<file path="config.mk">
export PLATFORM = sky130hd
export DESIGN_NAME = uart_bus_responder
export DESIGN_NICKNAME = d
export VERILOG_FILES = /design/src/rtl/uart_bus_responder.sv
export SDC_FILE = /design/constraint.sdc
export NUM_CORES = 1
export LEC_CHECK = 0
export CAP_MARGIN = 20
export CORE_MARGIN = 2
export CORE_UTILIZATION = 35
export DETAILED_ROUTE_END_ITERATION = 8
export HOLD_SLACK_MARGIN = 0.02
export SLEW_MARGIN = 5
export SYNTH_ARGS = -nofsm -noshare
export SYNTH_HDL_FRONTEND = slang
export SYNTH_SLANG_ARGS = --single-unit
</file>
<file path="constraint.sdc">
create_clock -name clk -period 2.5 [get_ports clk]
set_clock_uncertainty 0.1 [all_clocks]
set_input_delay 0.25 -clock clk [delete_from_list [all_inputs] [get_ports clk]]
set_output_delay 0.25 -clock clk [all_outputs]
set_load 0.01 [all_outputs]
</file>
<file path="src/rtl/uart_bus_responder.sv">
// uart_bus_responder
//   CPU-bus responder for the UART window: DATA (addr 0) and STATUS/CTRL (addr 1)
//   byte registers, an 8N1 transmitter and receiver with a one-byte holding
//   register per direction, and a registered level interrupt.
// Ports
//   clk       system clock, all state on the rising edge
//   rst_n     synchronous active-low reset
//   cs        window chip select from the address decoder
//   addr      register select (CPU A0)
//   rwb       1 = read, 0 = write
//   stb       one-clock access strobe; an access commits on cs & stb
//   data_in   CPU write data
//   data_out  read data, 8'h00 while cs is low
//   txd       serial output, idle high
//   rxd       asynchronous serial input
//   irq       active-high level interrupt
module uart_bus_responder #(
    parameter int CLK_HZ = 50_000_000,
    parameter int BAUD   = 115_200
) (
    input  logic       clk,
    input  logic       rst_n,
    input  logic       cs,
    input  logic       addr,
    input  logic       rwb,
    input  logic       stb,
    input  logic [7:0] data_in,
    output logic [7:0] data_out,
    output logic       txd,
    input  logic       rxd,
    output logic       irq
);

    localparam int DIV = CLK_HZ / BAUD;
    localparam int TW  = $clog2(DIV);
    localparam logic [TW-1:0] BIT_LAST  = TW'(DIV - 1);
    localparam logic [TW-1:0] HALF_LAST = TW'(DIV / 2 - 1);

    typedef enum logic [1:0] {S_IDLE, S_START, S_DATA, S_STOP} state_e;

    // bus decode
    logic acc, rd0, wr0, wr1;
    assign acc = cs & stb;
    assign rd0 = acc &  rwb & ~addr;
    assign wr0 = acc & ~rwb & ~addr;
    assign wr1 = acc & ~rwb &  addr;

    // transmitter
    state_e          tx_state_q;
    logic [TW-1:0]   tx_cnt_q;
    logic [2:0]      tx_idx_q;
    logic [7:0]      tx_sh_q;
    logic            txd_q;
    logic            tx_busy;

    assign tx_busy = (tx_state_q != S_IDLE);

    always_ff @(posedge clk) begin
        if (!rst_n) begin
            tx_state_q <= S_IDLE;
            tx_cnt_q   <= '0;
            tx_idx_q   <= '0;
            tx_sh_q    <= '0;
            txd_q      <= 1'b1;
        end else begin
            case (tx_state_q)
                S_IDLE: begin
                    // writes while busy never reach here, so they are dropped
                    if (wr0) begin
                        tx_sh_q    <= data_in;
                        tx_cnt_q   <= '0;
                        txd_q      <= 1'b0;
                        tx_state_q <= S_START;
                    end
                end
                S_START: begin
                    if (tx_cnt_q == BIT_LAST) begin
                        tx_cnt_q   <= '0;
                        tx_idx_q   <= '0;
                        txd_q      <= tx_sh_q[0];
                        tx_state_q <= S_DATA;
                    end else begin
                        tx_cnt_q <= tx_cnt_q + 1'b1;
                    end
                end
                S_DATA: begin
                    if (tx_cnt_q == BIT_LAST) begin
                        tx_cnt_q <= '0;
                        if (tx_idx_q == 3'd7) begin
                            txd_q      <= 1'b1;
                            tx_state_q <= S_STOP;
                        end else begin
                            // bit 0 of the shifter always holds the bit on the line
                            tx_idx_q <= tx_idx_q + 3'd1;
                            txd_q    <= tx_sh_q[1];
                            tx_sh_q  <= tx_sh_q >> 1;
                        end
                    end else begin
                        tx_cnt_q <= tx_cnt_q + 1'b1;
                    end
                end
                S_STOP: begin
                    if (tx_cnt_q == BIT_LAST) begin
                        tx_cnt_q   <= '0;
                        tx_state_q <= S_IDLE;
                    end else begin
                        tx_cnt_q <= tx_cnt_q + 1'b1;
                    end
                end
                default: tx_state_q <= S_IDLE;
            endcase
        end
    end

    // receiver, holding register, flags and control
    logic          rx_s1_q, rx_s2_q, rx_prev_q;
    state_e        rx_state_q;
    logic [TW-1:0] rx_cnt_q;
    logic [2:0]    rx_idx_q;
    logic [7:0]    rx_sh_q;
    logic [7:0]    rx_data_q;
    logic          rx_valid_q, rx_ovr_q, frame_err_q;
    logic          rx_ie_q, tx_ie_q;
    logic          irq_q, irq_d;

    assign irq_d = (rx_ie_q & rx_valid_q) | (tx_ie_q & ~tx_busy);

    always_ff @(posedge clk) begin
        if (!rst_n) begin
            rx_s1_q     <= 1'b1;
            rx_s2_q     <= 1'b1;
            rx_prev_q   <= 1'b1;
            rx_state_q  <= S_IDLE;
            rx_cnt_q    <= '0;
            rx_idx_q    <= '0;
            rx_sh_q     <= '0;
            rx_data_q   <= '0;
            rx_valid_q  <= 1'b0;
            rx_ovr_q    <= 1'b0;
            frame_err_q <= 1'b0;
            rx_ie_q     <= 1'b0;
            tx_ie_q     <= 1'b0;
            irq_q       <= 1'b0;
        end else begin
            rx_s1_q   <= rxd;
            rx_s2_q   <= rx_s1_q;
            rx_prev_q <= rx_s2_q;
            irq_q     <= irq_d;

            if (rd0) rx_valid_q <= 1'b0;
            if (wr1) begin
                rx_ie_q <= data_in[0];
                tx_ie_q <= data_in[1];
                if (data_in[2]) begin
                    rx_ovr_q    <= 1'b0;
                    frame_err_q <= 1'b0;
                end
            end

            // frame events are assigned after bus side effects so they take priority
            case (rx_state_q)
                S_IDLE: begin
                    if (rx_prev_q && !rx_s2_q) begin
                        rx_cnt_q   <= '0;
                        rx_state_q <= S_START;
                    end
                end
                S_START: begin
                    if (rx_cnt_q == HALF_LAST) begin
                        rx_cnt_q   <= '0;
                        rx_idx_q   <= '0;
                        rx_state_q <= rx_s2_q ? S_IDLE : S_DATA;
                    end else begin
                        rx_cnt_q <= rx_cnt_q + 1'b1;
                    end
                end
                S_DATA: begin
                    if (rx_cnt_q == BIT_LAST) begin
                        rx_cnt_q <= '0;
                        rx_sh_q  <= {rx_s2_q, rx_sh_q[7:1]};
                        if (rx_idx_q == 3'd7) rx_state_q <= S_STOP;
                        else                  rx_idx_q   <= rx_idx_q + 3'd1;
                    end else begin
                        rx_cnt_q <= rx_cnt_q + 1'b1;
                    end
                end
                S_STOP: begin
                    if (rx_cnt_q == BIT_LAST) begin
                        rx_cnt_q   <= '0;
                        rx_state_q <= S_IDLE;
                        if (rx_s2_q) begin
                            rx_data_q  <= rx_sh_q;
                            rx_valid_q <= 1'b1;
                            // a same-clock data read consumes the old byte: no overrun
                            if (rx_valid_q && !rd0) rx_ovr_q <= 1'b1;
                        end else begin
                            frame_err_q <= 1'b1;
                        end
                    end else begin
                        rx_cnt_q <= rx_cnt_q + 1'b1;
                    end
                end
                default: rx_state_q <= S_IDLE;
            endcase
        end
    end

    logic [7:0] status;
    assign status = {irq_q, 3'b000, frame_err_q, rx_ovr_q, tx_busy, rx_valid_q};

    always_comb begin
        data_out = '0;
        if (cs) data_out = addr ? status : rx_data_q;
    end

    assign txd = txd_q;
    assign irq = irq_q;

endmodule
</file>
==> results.json, run 1 <==
{
  "hold_class": "reg2reg",
  "synth_nets": 375,
  "period_share_pct": 88.3,
  "totalWireLength_mm": 6.43,
  "drive_gt1_share_pct": 11.3,
  "wl_met3_um": 196,
  "cts_max_level": 3,
  "drc": 0,
  "post_cts_buffers": 0,
  "max_stage_delay_ns": 0.52,
  "synth-simple-area-share_pct": 21.0,
  "wl_per_cell_um": 13.1,
  "layout.nets": 405,
  "worst_pin_slew_ns": 0.672,
  "cp_data_required_time_ns": 2.15,
  "io_pins": 25,
  "numClockSinks": 62,
  "start_kind": "flop",
  "clk_pin_slew_ns": 0.08,
  "start_util_pct": 36.2,
  "yosys.area_share.xor_xnor_pct": 2.21,
  "antenna_cells": 0,
  "wl_met2_mm": 3.18,
  "layout_commonest_cell": "dfxtp_1",
  "dieArea_um2": 9850,
  "grt_max_degree": 20,
  "arrival_ns": 1.86,
  "max_slew_margin_pct": 55.1,
  "grt_pass1_vias": 2496,
  "rows": 34,
  "path_delay_family": "buffers and inverters",
  "mostFrequentLayoutCells": "62 x dfxtp_1, 33 x mux2i_1, 32 x nor2_1",
  "synth_top_family_by_area": "simple AND/OR/NAND/NOR gates",
  "dieHeight_um": 99.2,
  "hpwl_mm": 4.72,
  "via_per_inst": 5.10,
  "grt_overflow_total": 0,
  "top_layer": "met4",
  "drt.antenna.violating_nets": 0,
  "syn_avg_cell_area_um2": 9.17,
  "synthAdderAreaFrac_pct": 5.52,
  "synth_area_um2": 3170,
  "path_class": "reg2out",
  "antenna_found_initial": 0,
  "place_inst": 473,
  "fp.dieW_um": 99.2,
  "drv_cap": 0,
  "io_buffers": 24,
  "core-area_um2": 8760,
  "clockBufferDepth": 2,
  "vias": 2495,
  "hold_viol": 0,
  "yosys_register_bits": 62,
  "slew_violations": 0,
  "setup_viol": 0,
  "leakage_nw": 1.37,
  "crit_chain": "inv_1 > ha_2 > nand2_1 > o211a_1 > clkdlybuf4s50_1",
  "yosysWarnings": 0,
  "clock_latency_ns": 0.34,
  "syn_inst": 346,
  "grt_pass1_wl_mm": 11.5,
  "synthMuxAreaShare_pct": 10.4,
  "power_density_nw_per_um2": 700,
  "drtPass1Iterations": 4,
  "final_cells": 489,
  "holdWs_ns": 0.311,
  "wl_met1_mm": 2.99,
  "cts_tree": "yes",
  "place_congestion": 0.789,
  "numCtsBuffers": 9,
  "root_buffer": "clkbuf_8",
  "synth_cell_types": 52,
  "syn2layout_area_growth_pct": 19.0,
  "fmax_mhz": 453,
  "yosysSeqAreaShare_pct": 39.1,
  "drtIter0Drc": 60,
  "status": "finished, final reports clean",
  "rsz0062_at_grt": "false",
  "synth-compound-area-share_pct": 17.7,
  "grt_usage_pct": 14.2,
  "cp_slowest_cell": "clkdlybuf4s50_1",
  "path_max_fanout": 13,
  "critical_path_buf_inv_count": 2,
  "min_period_ns": 2.21,
  "fin_tns_setup_ns": 0,
  "critPathCaptureType": "output port",
  "peakVddDrop_v": 0.000377
}
-- per-stage QoR --
step | area (um2) | util (%) | worst slack (ns) | total power [W]
4_1_cts | 3770 | 43.1 | 0.116 | 0.00268
3_3_place_gp | 3550 | 40.5 | 0.327 | 0.00169
5_1_grt | 3780 | 43.1 | 0.151 | 0.00280
3_5_place_dp | 3550 | 40.5 | 0.343 | 0.00170
6_report | 3780 | 43.1 | 0.292 | 0.00264
2_1_floorplan | 3170 | - | 0.661 | 0.00154
-- report_power, final --
part	internal (W)	switching, W
Clock	0.000562	0.000407
Combinational	0.000234	0.000278
Sequential	0.00109	0.0000736
-- cell usage after synthesis, drive strengths merged --
library cell	n	area, um2
o2111ai	1	8.76
nand4	4	25.0
a22oi	1	7.51
nand2	31	116
and4b	2	20.0
o211a	2	20.0
a22o	4	35.0
or3b	1	8.76
mux2i	33	330
o21bai	1	7.51
and4bb	2	25.0
a2bb2oi	1	15.0
a21boi	1	7.51
nand3b	1	7.51
o21ai	10	53.8
or3	2	12.5
a21oi	23	115
nor3	4	20.0
a311o	1	10.0
o21ba	1	10.0
o31a	4	35.0
or4	2	15.0
a31o	1	8.76
clkbuf	8	30.0
o32ai	1	8.76
o21a	4	30.0
xnor2	8	70.1
nor2b	9	56.3
a31oi	1	6.26
or2	3	18.8
buf	8	50.1
dfxtp	62	1240
nand3	6	35.0
ha	14	175
a2111oi	4	53.8
nor2	32	120
and3	1	6.26
nand4bb	3	50.1
a211oi	15	113
o31ai	2	15.0
nand4b	4	35.0
nand2b	5	31.3
and2	10	65.1
inv	13	48.8
-- logic make-up after synthesis --
kind of cell	after synthesis
and+or+nand+nor	122
DFF	62
xor gates and xnor gates	8
AOI/OAI and AO/OA	78
muxes	33
adders and majority gates	14
buffers and inverters	29
-- routing by layer --
metal	track usage [%]	up-vias
li1	-	1295
met1	17.7	1169
met2	24.1	22
met3	4.01	9
met4	3.79	0
met5	0	-
-- flip-flops by register name, indices dropped and copies added (netlist names), 2 cells and up, named ones only --
| name | count |
|---|---|
| tx_cnt_q | 9 |
| rx_data_q | 8 |
| tx_sh_q | 8 |
| tx_state_q | 2 |
| rx_idx_q | 3 |
| tx_idx_q | 3 |
| rx_cnt_q | 9 |
| rx_sh_q | 8 |
-- final timing paths --
| check | slack [ns] | end | depth (start not counted) | startpoint |
|---|---|---|---|---|
| hold reg to reg | 0.31 | rx_s2_q$_SDFF_PN1_ | 1 | rx_s1_q$_SDFF_PN1_ |
| setup / recovery | 0.29 | data_out[1] | 5 | tx_state_q[0]$_SDFFE_PN0P_ |
| setup reg to reg | 0.40 | tx_idx_q[0]$_SDFFE_PN0P_ | 6 | tx_state_q[0]$_SDFFE_PN0P_ |
| hold / removal | 0.31 | rx_s2_q$_SDFF_PN1_ | 1 | rx_s1_q$_SDFF_PN1_ |
-- area by class of cell --
type	instances	area [um2]
clock buffer	9	124
clock inverter	7	98.8
fill	860	4990
inverter	13	48.8
multi-input combinational	255	1810
sequential	62	1240
tap	108	135
timing repair buffer	35	323
-- what timing repair did --
action	4_1_cts	5_1_grt
endpoints found under the setup margin	0	1
gates resized for setup	0	1
hold buffers	0	0
Note: power is estimated with default switching activity, not from simulation.
==> run 2, diff against run 1 <==
Clock period 2.5 ns to 2.4 ns, I/O delays scaled along.
==> run 2 against run 1 <==
  * Sequential share of layout area down 0.098 points
  * Critical path depth unchanged
  * Via count increased by 2.0%
  * Total power rose by 4.9%
  * Core utilization grew 0.13 points
  * Combinational power grew 5.7%
  * Wire length fell by 0.42%
  * Sequential power is 4% higher
  * Largest cell class unchanged
  * Count of clock-buffer cells in the layout is 2 higher
  * Critical path type unchanged
  * Worst setup slack worse by 0.089 ns
  * Die area is the same
==> results.json, run 2 (synthesis results as in run 1) <==
{
  "status": "finished, final reports clean",
  "post_cts_buffers": 0,
  "start_kind": "flop",
  "cts_tree": "yes",
  "io_buffers": 24,
  "drv_cap": 0,
  "clock_latency_ns": 0.34,
  "start_util_pct": 36.2,
  "rows": 34,
  "max_slew_margin_pct": 64.9,
  "path_max_fanout": 6,
  "power_density_nw_per_um2": 732,
  "dieArea_um2": 9850,
  "vias": 2546,
  "drtPass1Iterations": 4,
  "slew_violations": 0,
  "fin_tns_setup_ns": 0,
  "io_pins": 25,
  "hold_class": "reg2reg",
  "place_congestion": 0.794,
  "core-area_um2": 8760,
  "root_buffer": "clkbuf_8",
  "grt_pass1_vias": 2428,
  "wl_per_cell_um": 13.1,
  "worstReg2RegEnd": "tx_sh_q[7]$_SDFFE_PN0P_",
  "endpoint": "data_out[1]",
  "worstRegToRegCells": 6,
  "reg2reg_from": "tx_state_q[0]$_SDFFE_PN0P_",
  "hold_viol": 0,
  "min_period_ns": 2.20,
  "critPathCaptureType": "output port",
  "rsz0062_at_grt": "false",
  "cts_max_level": 3,
  "layout.nets": 407,
  "grt_max_degree": 23,
  "grt_overflow_total": 0,
  "drtIter0Drc": 77,
  "cts_hold_buf": 0,
  "clockBufferDepth": 2,
  "peakVddDrop_v": 0.000362,
  "place_inst": 475,
  "via_per_inst": 5.20,
  "reg2reg_setup_slack_ns": 0.34,
  "setup_viol": 0,
  "cp_data_required_time_ns": 2.06,
  "fillers": 848,
  "arrival_ns": 1.86,
  "totalWireLength_mm": 6.40,
  "fp.dieW_um": 99.2,
  "antenna_found_initial": 0,
  "numClockSinks": 62,
  "grt_pass1_wl_mm": 11.1,
  "leakage_nw": 1.39,
  "grt_usage_pct": 13.6,
  "drc": 0,
  "dieHeight_um": 99.2,
  "drive_gt1_share_pct": 11.3,
  "cp-startpoint": "tx_state_q[0]$_SDFFE_PN0P_",
  "cts.repair.resized": 0,
  "path_class": "reg2out",
  "final_cells": 490,
  "p_total_w": 0.00277,
  "clk_pin_slew_ns": 0.07,
  "numCtsBuffers": 9,
  "worst_pin_slew_ns": 0.526,
  "hpwl_mm": 4.67,
  "fmax_mhz": 455,
  "mostFrequentLayoutCells": "62 x dfxtp_1, 33 x mux2i_1, 32 x nor2_1",
  "period_share_pct": 91.5,
  "drt.antenna.violating_nets": 0,
  "syn2layout_area_growth_pct": 19.4,
  "antenna_cells": 0,
  "layout_commonest_cell": "dfxtp_1",
  "largestRegisters": "rx_cnt_q (9), tx_cnt_q (9)"
}
## run 2: layout make-up
| type | instances | area, um2 | share of cell area [%] |
|---|---|---|---|
| clock buffers | 11 | 151 | 4.00 |
| clock inverters | 4 | 70.1 | 1.85 |
| inverters | 13 | 48.8 | 1.29 |
| multi-input cells | 255 | 1800 | 47.6 |
| flip-flops and latches | 62 | 1240 | 32.8 |
| well taps | 108 | 135 | 3.57 |
| repair buffers | 37 | 338 | 8.92 |
## run 2: worst min-delay path by stage
stage,start,end,slack [ns],depth (start not counted)
after CTS,rx_s1_q$_SDFF_PN1_,rx_s2_q$_SDFF_PN1_,0.31,1
after detailed placement,rx_s1_q$_SDFF_PN1_,rx_s2_q$_SDFF_PN1_,0.30,1
after floorplan,rxd,rx_s1_q$_SDFF_PN1_,0.24,1
after global placement,rx_s1_q$_SDFF_PN1_,rx_s2_q$_SDFF_PN1_,0.29,1
final,rx_s1_q$_SDFF_PN1_,rx_s2_q$_SDFF_PN1_,0.31,1
after global routing,rx_s1_q$_SDFF_PN1_,rx_s2_q$_SDFF_PN1_,0.35,1
## run 2: power by group
group | internal, W | switching (W)
Clock | 0.000632 | 0.000388
Combinational | 0.000251 | 0.000290
Sequential | 0.00114 | 0.0000775
Total | 0.00202 | 0.000756
## run 2: routing by layer
layer / track usage [%] / part of all wire [%] / vias to the layer above
met2: 23.1 / 48 / 34
met5: 0 / 0 / -
met3: 3.87 / 3.3 / 12
li1: - / - / 1308
met4: 4.00 / 1.3 / 0
met1: 16.7 / 47 / 1192
## run 2: worst max-delay path, stage by stage (launching register included)
cell and delay [ns]:
dfxtp_1 0.38, inv_1 0.10, ha_1 0.28, nand2_1 0.10, o211a_1 0.14, clkdlybuf4s50_1 0.52
## run 2: per-stage QoR
step	utilization [%]	cell area [um2]	hold slack (ns)	setup WS (ns)
2_1_floorplan	-	3170	0.241	0.561
3_3_place_gp	40.7	3570	0.290	0.249
3_5_place_dp	40.7	3570	0.297	0.276
4_1_cts	43.2	3790	0.314	0.172
5_1_grt	43.2	3790	0.350	0.0706
6_report	43.2	3790	0.312	0.204
